### src/rtl/maxpool_h2_axis.sv
// Horizontal 2:1 max-pool over an AXI-stream of UNITS signed lanes.
// Pairs consecutive beats within a row, bypasses when en=0, flushes an odd trailing beat at tlast.
module maxpool_h2_axis #(
    parameter int DATA_WIDTH = 16,
    parameter int UNITS      = 2
) (
    input  logic                        aclk,
    input  logic                        areset,
    input  logic                        en,
    input  logic                        s_axis_tvalid,
    output logic                        s_axis_tready,
    input  logic [DATA_WIDTH*UNITS-1:0] s_axis_tdata,
    input  logic                        s_axis_tlast,
    output logic                        m_axis_tvalid,
    input  logic                        m_axis_tready,
    output logic [DATA_WIDTH*UNITS-1:0] m_axis_tdata,
    output logic                        m_axis_tlast,
    output logic                        dbg_state_o
);

    localparam int W = DATA_WIDTH * UNITS;

    typedef enum logic {
        ST_EVEN = 1'b0,
        ST_ODD  = 1'b1
    } state_t;

    state_t         state_q, state_d;
    logic           mode_q, mode_d;
    logic [W-1:0]   hold_q, hold_d;
    logic           m_valid_q, m_valid_d;
    logic [W-1:0]   m_data_q, m_data_d;
    logic           m_last_q, m_last_d;

    logic           accept;
    logic           mode_eff;
    logic           produce;
    logic [W-1:0]   out_data;
    logic [W-1:0]   max_data;

    // Valid/ready: a beat moves on a channel only when valid and ready are both high
    // on a rising edge; tready depends only on the output register and m_axis_tready.
    assign s_axis_tready = !m_valid_q || m_axis_tready;
    assign accept        = s_axis_tvalid && s_axis_tready;

    assign m_axis_tvalid = m_valid_q;
    assign m_axis_tdata  = m_data_q;
    assign m_axis_tlast  = m_last_q;
    assign dbg_state_o   = (state_q == ST_ODD);

    always_comb begin
        max_data = '0;
        for (int i = 0; i < UNITS; i++) begin
            if ($signed(hold_q[i*DATA_WIDTH +: DATA_WIDTH]) >
                $signed(s_axis_tdata[i*DATA_WIDTH +: DATA_WIDTH]))
                max_data[i*DATA_WIDTH +: DATA_WIDTH] = hold_q[i*DATA_WIDTH +: DATA_WIDTH];
            else
                max_data[i*DATA_WIDTH +: DATA_WIDTH] = s_axis_tdata[i*DATA_WIDTH +: DATA_WIDTH];
        end
    end

    always_comb begin
        state_d   = state_q;
        mode_d    = mode_q;
        hold_d    = hold_q;
        m_valid_d = m_valid_q;
        m_data_d  = m_data_q;
        m_last_d  = m_last_q;
        produce   = 1'b0;
        out_data  = s_axis_tdata;
        // Between pairs en acts immediately; mid-pair the latched mode is kept.
        mode_eff  = (state_q == ST_EVEN) ? en : mode_q;

        if (state_q == ST_EVEN)
            mode_d = en;

        if (accept) begin
            case (state_q)
                ST_EVEN: begin
                    if (!mode_eff || s_axis_tlast) begin
                        produce = 1'b1;
                    end else begin
                        hold_d  = s_axis_tdata;
                        state_d = ST_ODD;
                    end
                end
                ST_ODD: begin
                    produce  = 1'b1;
                    out_data = max_data;
                    state_d  = ST_EVEN;
                end
                default: state_d = ST_EVEN;
            endcase
        end

        if (produce) begin
            m_valid_d = 1'b1;
            m_data_d  = out_data;
            m_last_d  = s_axis_tlast;
        end else if (m_axis_tready) begin
            m_valid_d = 1'b0;
        end
    end

    always_ff @(posedge aclk) begin
        if (areset) begin
            state_q   <= ST_EVEN;
            mode_q    <= 1'b1;
            hold_q    <= '0;
            m_valid_q <= 1'b0;
            m_data_q  <= '0;
            m_last_q  <= 1'b0;
        end else begin
            state_q   <= state_d;
            mode_q    <= mode_d;
            hold_q    <= hold_d;
            m_valid_q <= m_valid_d;
            m_data_q  <= m_data_d;
            m_last_q  <= m_last_d;
        end
    end

endmodule
### config.mk
export PLATFORM = sky130hd
export DESIGN_NAME = maxpool_h2_axis
export DESIGN_NICKNAME = d
export VERILOG_FILES = /design/src/rtl/maxpool_h2_axis.sv
export SDC_FILE = /design/constraint.sdc
export NUM_CORES = 1
export LEC_CHECK = 0
export CAP_MARGIN = 40
export CORE_UTILIZATION = 60
export DETAILED_ROUTE_END_ITERATION = 8
export DONT_BUFFER_PORTS = 1
export PLACE_DENSITY = 0.82
export SKIP_CTS_REPAIR_TIMING = 1
export SLEW_MARGIN = 40
export SYNTH_ARGS = -nofsm -noshare
export SYNTH_HDL_FRONTEND = slang
export SYNTH_SLANG_ARGS = --single-unit
### constraint.sdc
create_clock -name aclk -period 3.8 [get_ports aclk]
set_input_delay 0.76 -clock aclk [delete_from_list [all_inputs] [get_ports aclk]]
set_output_delay 0.76 -clock aclk [all_outputs]
set_load 0.01 [all_outputs]
-- Word-level counts from Yosys, hierarchy flattened
Index checks and enable logic that the tools add are counted.
- bits in registers: 68
- word-level logic and storage cells: 29
- bits of input ports: 38
- output and inout bits: 36
- reduce and logical (&&, ||, !) cells: 7
- muxes and demuxes: 12
- $lt $le $gt $ge: 2
- bitwise logic cells: 2
- operator list (operator ; number):
    2-to-1 mux 32 bit ; 2
    > comparator 16 bit ; 2
    2-to-1 mux 16 bit ; 2
    2-to-1 mux 1 bit ; 6
    one-hot mux 1 bit (2 select lines) ; 2
    AND reduction 3 bit ; 1
    zero test 1 bit ; 2
    logical OR 1 bit ; 2
    inverter 1 bit ; 2
    nonzero test 2 bit ; 1
    logical AND 1 bit ; 1

-- Longest topological paths before layout
Gate-level depths: netlist of the first run.
- word-level depth: 7
- depth in mapped cells: 11
- mapped depth without buffers: 9

-- Least setup slack after synthesis of the first run
Ideal clock, no wire load.
- path kind: input -> register
- start: input s_axis_tdata[5]
- end: register m_data_q[10] (netlist: m_axis_tdata[10])
- stages on the path: 10
- setup time: 137 ps
- slack: 830 ps
- arrival: 2832 ps
- data required time: 3663 ps
- buffers on the path: 1
- path through: inv_1 -> ha_1 -> a21o_1 -> nand3_2 -> a211oi_1 -> or4_4 -> o311ai_4 -> buf_8 -> mux2i_1 -> a211oi_1
- longest elaborated chain between the ends: 4
- ends and longest elaborated chain (item ; line ; text):
    start, declared ; 12 ; input logic [DATA_WIDTH*UNITS-1:0] s_axis_tdata,
    > comparator 16 bit ; 54 ; if ($signed(hold_q[i*DATA_WIDTH +: DATA_WIDTH]) >
    2-to-1 mux 16 bit ; 54 ;
    2-to-1 mux 32 bit ; 78 ; case (state_q)
    2-to-1 mux 32 bit ; 77 ; if (accept) begin
    end signal, assigned ; 118 ; m_data_q <= m_data_d;
    end, declared ; 32 ; logic [W-1:0] m_data_q, m_data_d;
Every way passes these cells.
A chain may end at the register's enable or synchronous reset.

-- Final worst setup path of the first run
- start: input s_axis_tdata[5]
- end: register m_data_q[5] (netlist: m_axis_tdata[5])
- longest elaborated chain between the ends: 4
- ends and longest elaborated chain (item ; line):
    > comparator 16 bit ; 54
    2-to-1 mux 16 bit ; 54
    2-to-1 mux 32 bit ; 78
    2-to-1 mux 32 bit (*) ; 77
Every way passes the cells marked *; elsewhere a longest branch is shown, timed or not.

==> key figures, run 1 <==
Outcome
  • Status: completed

Final layout
  • Share of layout cells above drive strength 1: 0.0583
  • Post-route cell area: 0.00368 mm²
  • Synth-to-layout area growth: 6.43%
  • # fillers: 458
  • Nets@finish: between 400 and 500
  • Antenna Cells: 0
  • Storage cell area: ~0.0013 mm²
  • Area occupied by multi-input gates: about 0.0019 mm²

Power and ir drop
  • Cell Pwr Density: 405 mW/mm²
  • Worst VDD drop: 301 µV
  • P_leak: 0.00175 µW

Drt
  • Avg WL per Cell: 14.9 µm
  • Drc violations: 0
  • Routed vias: approximately 2,700
  • Via density: 5.68
  • DRT Wirelength: 7210 µm
  • Drt pass-1 iters: 4
  • Antenna-violating nets left: 0
  • Iter 0 DRT Violations: approximately 160

Worst setup path
  • Critical path launch point type: input port
  • CP required: 4050 ps
  • Critical path class: input port to flip-flop
  • Critical path arrival: 3230 ps
  • Critical-path maximum fanout: 9
  • Worst Setup End Kind: flip-flop

Logic synthesis
  • Netlist cell types: 34
  • #FFs+latches synth: 67
  • Syn avg cell area: 8.32 µm²
  • Net count after synthesis: 486
  • Post-synth top area cell: dfxtp_1
  • Seq/Total Area, Yosys: 0.387
  • Synth area leaders: dfxtp_1 39%, ha_1 12%, mux2i_1 9.3%
  • Cells after Synth: 416
  • Mapped cell area: 0.00346 mm²
  • Ys Warns: 0
  • Share of the synthesized area in the top cell type: 0.387

Floorplan
  • FP Rows: 27
  • Die width: 78.0 µm
  • Die area: 0.00608 mm²
  • Top-Level Pins: 74
  • Core area: 0.00554 mm²
  • Die Y-Extent: between 70 and 80 µm
  • Starting Density: 0.625

Min path
  • Hold WC Path Type: flip-flop to flip-flop

Place
  • Post-Place Cell Area: between 0.003 and 0.004 mm²
  • Count of input and output buffers: 0
  • RD Place Congestion: 0.821
  • DPL Wire Length: 4920 µm

Run
  • Max Cap Viol: 0

Timing
  • Setup Skew: around 13 ps
  • Final setup fails: 0
  • Fmax: 336 MHz
  • Fin. max-slew vios: 0
  • RSZ-0062 raised after global routing: no
  • Slew Limit Headroom: 0.548
  • Tmin final: 2980 ps
  • Slew @ Worst Pin: between 600 and 700 ps
  • Final worst path period share: 0.784
  • Final-report hold violation count: 0
  • Setup TNS Final: 0 ps

CTS
  • CTS Sinks: 67
  • CTS Root Cell: clkbuf_8
  • H-tree levels: 3
  • CTS tree: built
  • Num CTS Buffers: 9
  • Worst-case clock buffer depth: 2
  • CTS clock-pin slew for the worst setup and hold paths: 70 ps
  • Clk Latency, worst-skew pair: 350 ps

Global routing
  • First-pass GRT wire length: around 12,000 µm
  • Initial antenna violation count: 0
  • Largest net degree at the start of global routing: 68
  • Vias in the first global route: 2,671
  • Gr usage total: 0.254
  • Grt total ovfl: 0
==> synthesized netlist by cell type <==
cell type,count
nor2b_1,1
a2111o_1,1
a21o_1,3
nand3_1,1
a2111oi_0,1
a211oi_1,33
o311ai_4,1
buf_8,1
a22oi_1,1
ha_1,32
nand2_1,76
or4_4,1
o211ai_1,1
mux2i_1,32
a21oi_1,47
nand2b_1,3
o21ai_0,3
buf_2,1
dfxtp_1,67
clkbuf_1,20
nand3_2,1
buf_4,1
nor3_1,2
and2_1,1
a21boi_0,1
o21a_1,2
o21bai_1,2
nor2_1,36
or3_1,1
nor4_1,1
and4_1,1
nand4_1,5
o22ai_1,1
inv_1,35
==> path summary, 6_finish.rpt <==
kind,startpoint,end,slack (ps),cells after the start
setup / recovery,s_axis_tdata[5],m_axis_tdata[5],820,10
hold / removal,hold_q[1],hold_q[1],470,2
setup reg to reg,hold_q[5],m_axis_tdata[5],940,9
hold reg to reg,hold_q[1],hold_q[1],470,2
==> layer usage <==
metal	part of all wire	GRT usage	wire length, µm
met1	0.45	0.307	3270
met2	0.44	0.387	3170
met3	0.087	0.0953	625
met4	0.021	0.143	148
met5	0	0	0
==> logic make-up (layout without fill, tap and decap cells) <==
| logic type | count (synthesis) | count (layout) | share of synthesized area |
|---|---|---|---|
| simple gates | 130 | 130 | 0.156 |
| mux | 32 | 32 | 0.0925 |
| flops | 67 | 67 | 0.387 |
| buf+inv | 58 | 54 | 0.0676 |
| fa+ha+maj | 32 | 32 | 0.116 |
| compound gates | 97 | 97 | 0.181 |
==> per-stage QoR <==
step | power (µW) | setup slack [ps] | std cells | utilization | hold slack, ps
floorplan | 933 | 830 | 416 | - | 449
global placement | 955 | 508 | 469 | 0.633 | 451
detailed placement | 963 | 451 | 469 | 0.633 | 462
CTS | 1510 | 803 | 484 | 0.665 | 465
global route | 1570 | 650 | 484 | 0.665 | 465
finish | 1490 | 820 | 484 | 0.665 | 470
==> worst max-delay path: stages <==
cell and delay, ps:
inv_1 20, ha_1 300, a21o_1 190, nand3_2 70
a211oi_1 70, or4_4 530, o311ai_4 600, buf_4 320
mux2i_1 90, a211oi_1 270
==> final cells by class <==
class                   count  share of cell area
inverters                  35              0.0357
well taps                  72              0.0244
repair buffers              4              0.0115
flip-flops and latches     67               0.364
clock buffers              13              0.0458
clock inverters             2             0.00272
multi-input cells         291               0.516
==> registers in the layout (all words and copies together) (netlist names) <==
| signal | count |
|---|---|
| dbg_state_o | 1 |
| hold_q | 32 |
| m_axis_tdata | 32 |
| m_axis_tlast | 1 |
| m_axis_tvalid | 1 |
==> placed cells by master, fill, tap and decap left out, types with 2 or more instances in the layout <==
| cell type | n |
|---|---|
| a21oi_1 | 47 |
| nor2_1 | 35 |
| nand2b_1 | 3 |
| o21ai_0 | 3 |
| a21o_1 | 3 |
| a211oi_1 | 33 |
| buf_4 | 3 |
| o21bai_1 | 2 |
| mux2i_1 | 32 |
| o21a_1 | 2 |
| ha_1 | 32 |
| dfxtp_1 | 67 |
| clkbuf_8 | 12 |
| nand2_1 | 76 |
| nand4_1 | 5 |
| inv_1 | 35 |
| clkinv_2 | 2 |
==> report_power, final <==
part | internal, µW | switching [µW] | total (µW)
Clock | 285 | 262 | 547
Sequential | 745 | 44.9 | 790
Combinational | 67.7 | 89.9 | 158
Note: power is estimated with default switching activity, not from simulation.
==> run 2, diff against run 1 <==
Clock period 3.8 ns to 2.88 ns, I/O delays scaled along.
==> run 2 against run 1 <==
- non-clock buffer count rose by 4
- register-to-register slack worse by 620 ps
- combinational power up 33%
- critical path depth down 1
- hold slack worse by 170 ps
- sequential power increased by 32%
- worst setup slack worse by 500 ps
- power increased by 41%
- clock skew is 7.8 ps lower
- critical path type is now flip-flop to flip-flop
- critical endpoint is now m_axis_tdata[7]
- largest cell class unchanged
==> key figures, run 2 (synthesized netlist as in run 1, its figures left out) <==
Outcome
  • Status: completed

Power and ir drop
  • Cell Pwr Density: 564 mW/mm²
  • Internal: 1580 µW
  • Tot Pwr: 2100 µW
  • Sw Ratio: 0.249
  • Sequential share of power: 0.495
  • P_leak: 0.00177 µW
  • Clock power frac: 0.405
  • Worst VDD drop: 356 µV
  • Psw: 525 µW
  • Combinational share of power: 0.100

Timing
  • Slew @ Worst Pin: roughly 350 ps
  • Setup TNS Final: 0 ps
  • Final setup fails: 0
  • Tmin final: around 2600 ps
  • Fin. max-slew vios: 0
  • Slew Limit Headroom: 0.762
  • Fmax: 391 MHz
  • Final worst path period share: 0.889
  • RSZ-0062 raised after global routing: no
  • Final-report hold violation count: 0
  • Setup Skew: 5.10 ps

Floorplan
  • Core area: between 0.005 and 0.006 mm²
  • Die Y-Extent: 78.0 µm
  • Starting Density: 0.625
  • FP Rows: 27
  • Die area: 0.00608 mm²
  • Top-Level Pins: 74
  • Die width: 78.0 µm

Final layout
  • Nets@finish: 482
  • Antenna Cells: 0
  • Commonest cells after routing, fill and taps aside: 76 x nand2_1, 67 x dfxtp_1, 47 x a21oi_1
  • Share of layout cells above drive strength 1: 0.0601
  • # fillers: 459
  • Final non-filler cell total: 488
  • Most common cell after layout, fill and taps aside: nand2_1
  • Synth-to-layout area growth: 7.77%

CTS
  • Worst-case clock buffer depth: 2
  • CTS tree: built
  • Num CTS Buffers: 9
  • CTS Root Cell: clkbuf_8
  • CTS Sinks: 67
  • Clk Latency, worst-skew pair: 340 ps
  • CTS clock-pin slew for the worst setup and hold paths: 70 ps
  • H-tree levels: 3

Global routing
  • Grt total ovfl: 0
  • First-pass GRT wire length: 12,200 µm
  • Vias in the first global route: between 2,000 and 3,000
  • Gr usage total: 0.259
  • Largest net degree at the start of global routing: between 60 and 70
  • Initial antenna violation count: 0

Worst setup path
  • Critical-path maximum fanout: 8
  • Worst path top cell family by delay: compound AO/OA/AOI/OAI gates
  • CP required: 3110 ps
  • Reg2Reg Depth: 9
  • Largest stage delay on the critical path: 450 ps
  • Critical Path, Cell by Cell: ha_1 -> nor2b_1 -> o211ai_1 -> a21boi_0 -> or4_4 -> o311ai_4 -> buf_4 -> mux2i_1 -> a211oi_1
  • Critical path class: flip-flop to flip-flop
  • Worst Setup End Kind: flip-flop
  • CP Depth: 9
  • Buf/Inv on CP: 1
  • Critical path launch point type: flip-flop
  • Slowest cell on the critical path: or4_4
  • Critical path arrival: 2790 ps

Place
  • DPL Wire Length: 5170 µm
  • Count of input and output buffers: 0
  • Inst Count DP: approximately 470
  • RD Place Congestion: ~0.8

Drt
  • Avg WL per Cell: about 15 µm
  • DRT Wirelength: around 7400 µm
  • Routed vias: 2,804
  • Iter 0 DRT Violations: 105
  • Drt pass-1 iters: 4
  • Drc violations: 0
  • Via density: 5.75
  • Antenna-violating nets left: 0

Min path
  • Worst Hold Path Cells: 1
  • Hold WC Path Type: input port to flip-flop

Run
  • Max Cap Viol: 0
## run 2: cell types whose count changed in the layout (fill, tap and decap cells not counted), sizes merged
cell	delta
bufinv	+2
clkinv	-2
buf	+4
## run 2: per-layer routing
layer | vias to the layer above | global-route usage | share of wire
li1 | 1429 | - | -
met1 | 1277 | 0.311 | 0.44
met2 | 85 | 0.419 | 0.47
met3 | 13 | 0.0765 | 0.068
met4 | 0 | 0.131 | 0.019
met5 | - | 0 | 0
## run 2: worst reg2reg max path, cell delays in order, from the launching register on
cell	delay [ps]
dfxtp_1	320
ha_1	280
nor2b_1	140
o211ai_1	150
a21boi_0	160
or4_4	450
o311ai_4	280
buf_4	250
mux2i_1	100
a211oi_1	320
## run 2: final timing paths
check,startpoint,to,slack (ps)
setup reg to reg,hold_q[1],m_axis_tdata[7],320
setup / recovery,hold_q[1],m_axis_tdata[7],320
hold / removal,areset,hold_q[19],300
hold reg to reg,hold_q[3],hold_q[3],470
## run 2: final cells by class
| class | instances | area, µm² | share of cell area |
|---|---|---|---|
| flip-flops and latches | 67 | 1340 | 0.359 |
| clock buffers | 13 | 149 | 0.0399 |
| clock inverters | 2 | 60.1 | 0.0161 |
| repair buffers | 8 | 60.1 | 0.0161 |
| well taps | 72 | 90.1 | 0.0241 |
| multi-input cells | 291 | 1900 | 0.509 |
| inverters | 35 | 131 | 0.0352 |
## run 2: power groups by stage
stage | clock network [µW] | registers, µW | logic (µW)
floorplan | 0 | 1050 | 181
global placement | 0 | 1060 | 199
detailed placement | 0 | 1060 | 209
CTS | 858 | 1040 | 211
global route | 902 | 1050 | 241
finish | 853 | 1040 | 210
## run 2: through the flow
step | hold WS [ps] | area [µm²] | utilization | setup WS [ps]
5_1_grt | 288 | 3730 | 0.673 | 129
3_5_place_dp | 462 | 3520 | 0.636 | 67.2
6_report | 298 | 3730 | 0.673 | 320
3_3_place_gp | 451 | 3520 | 0.636 | 139
4_1_cts | 282 | 3730 | 0.673 | 350
2_1_floorplan | 449 | 3460 | - | 94.1
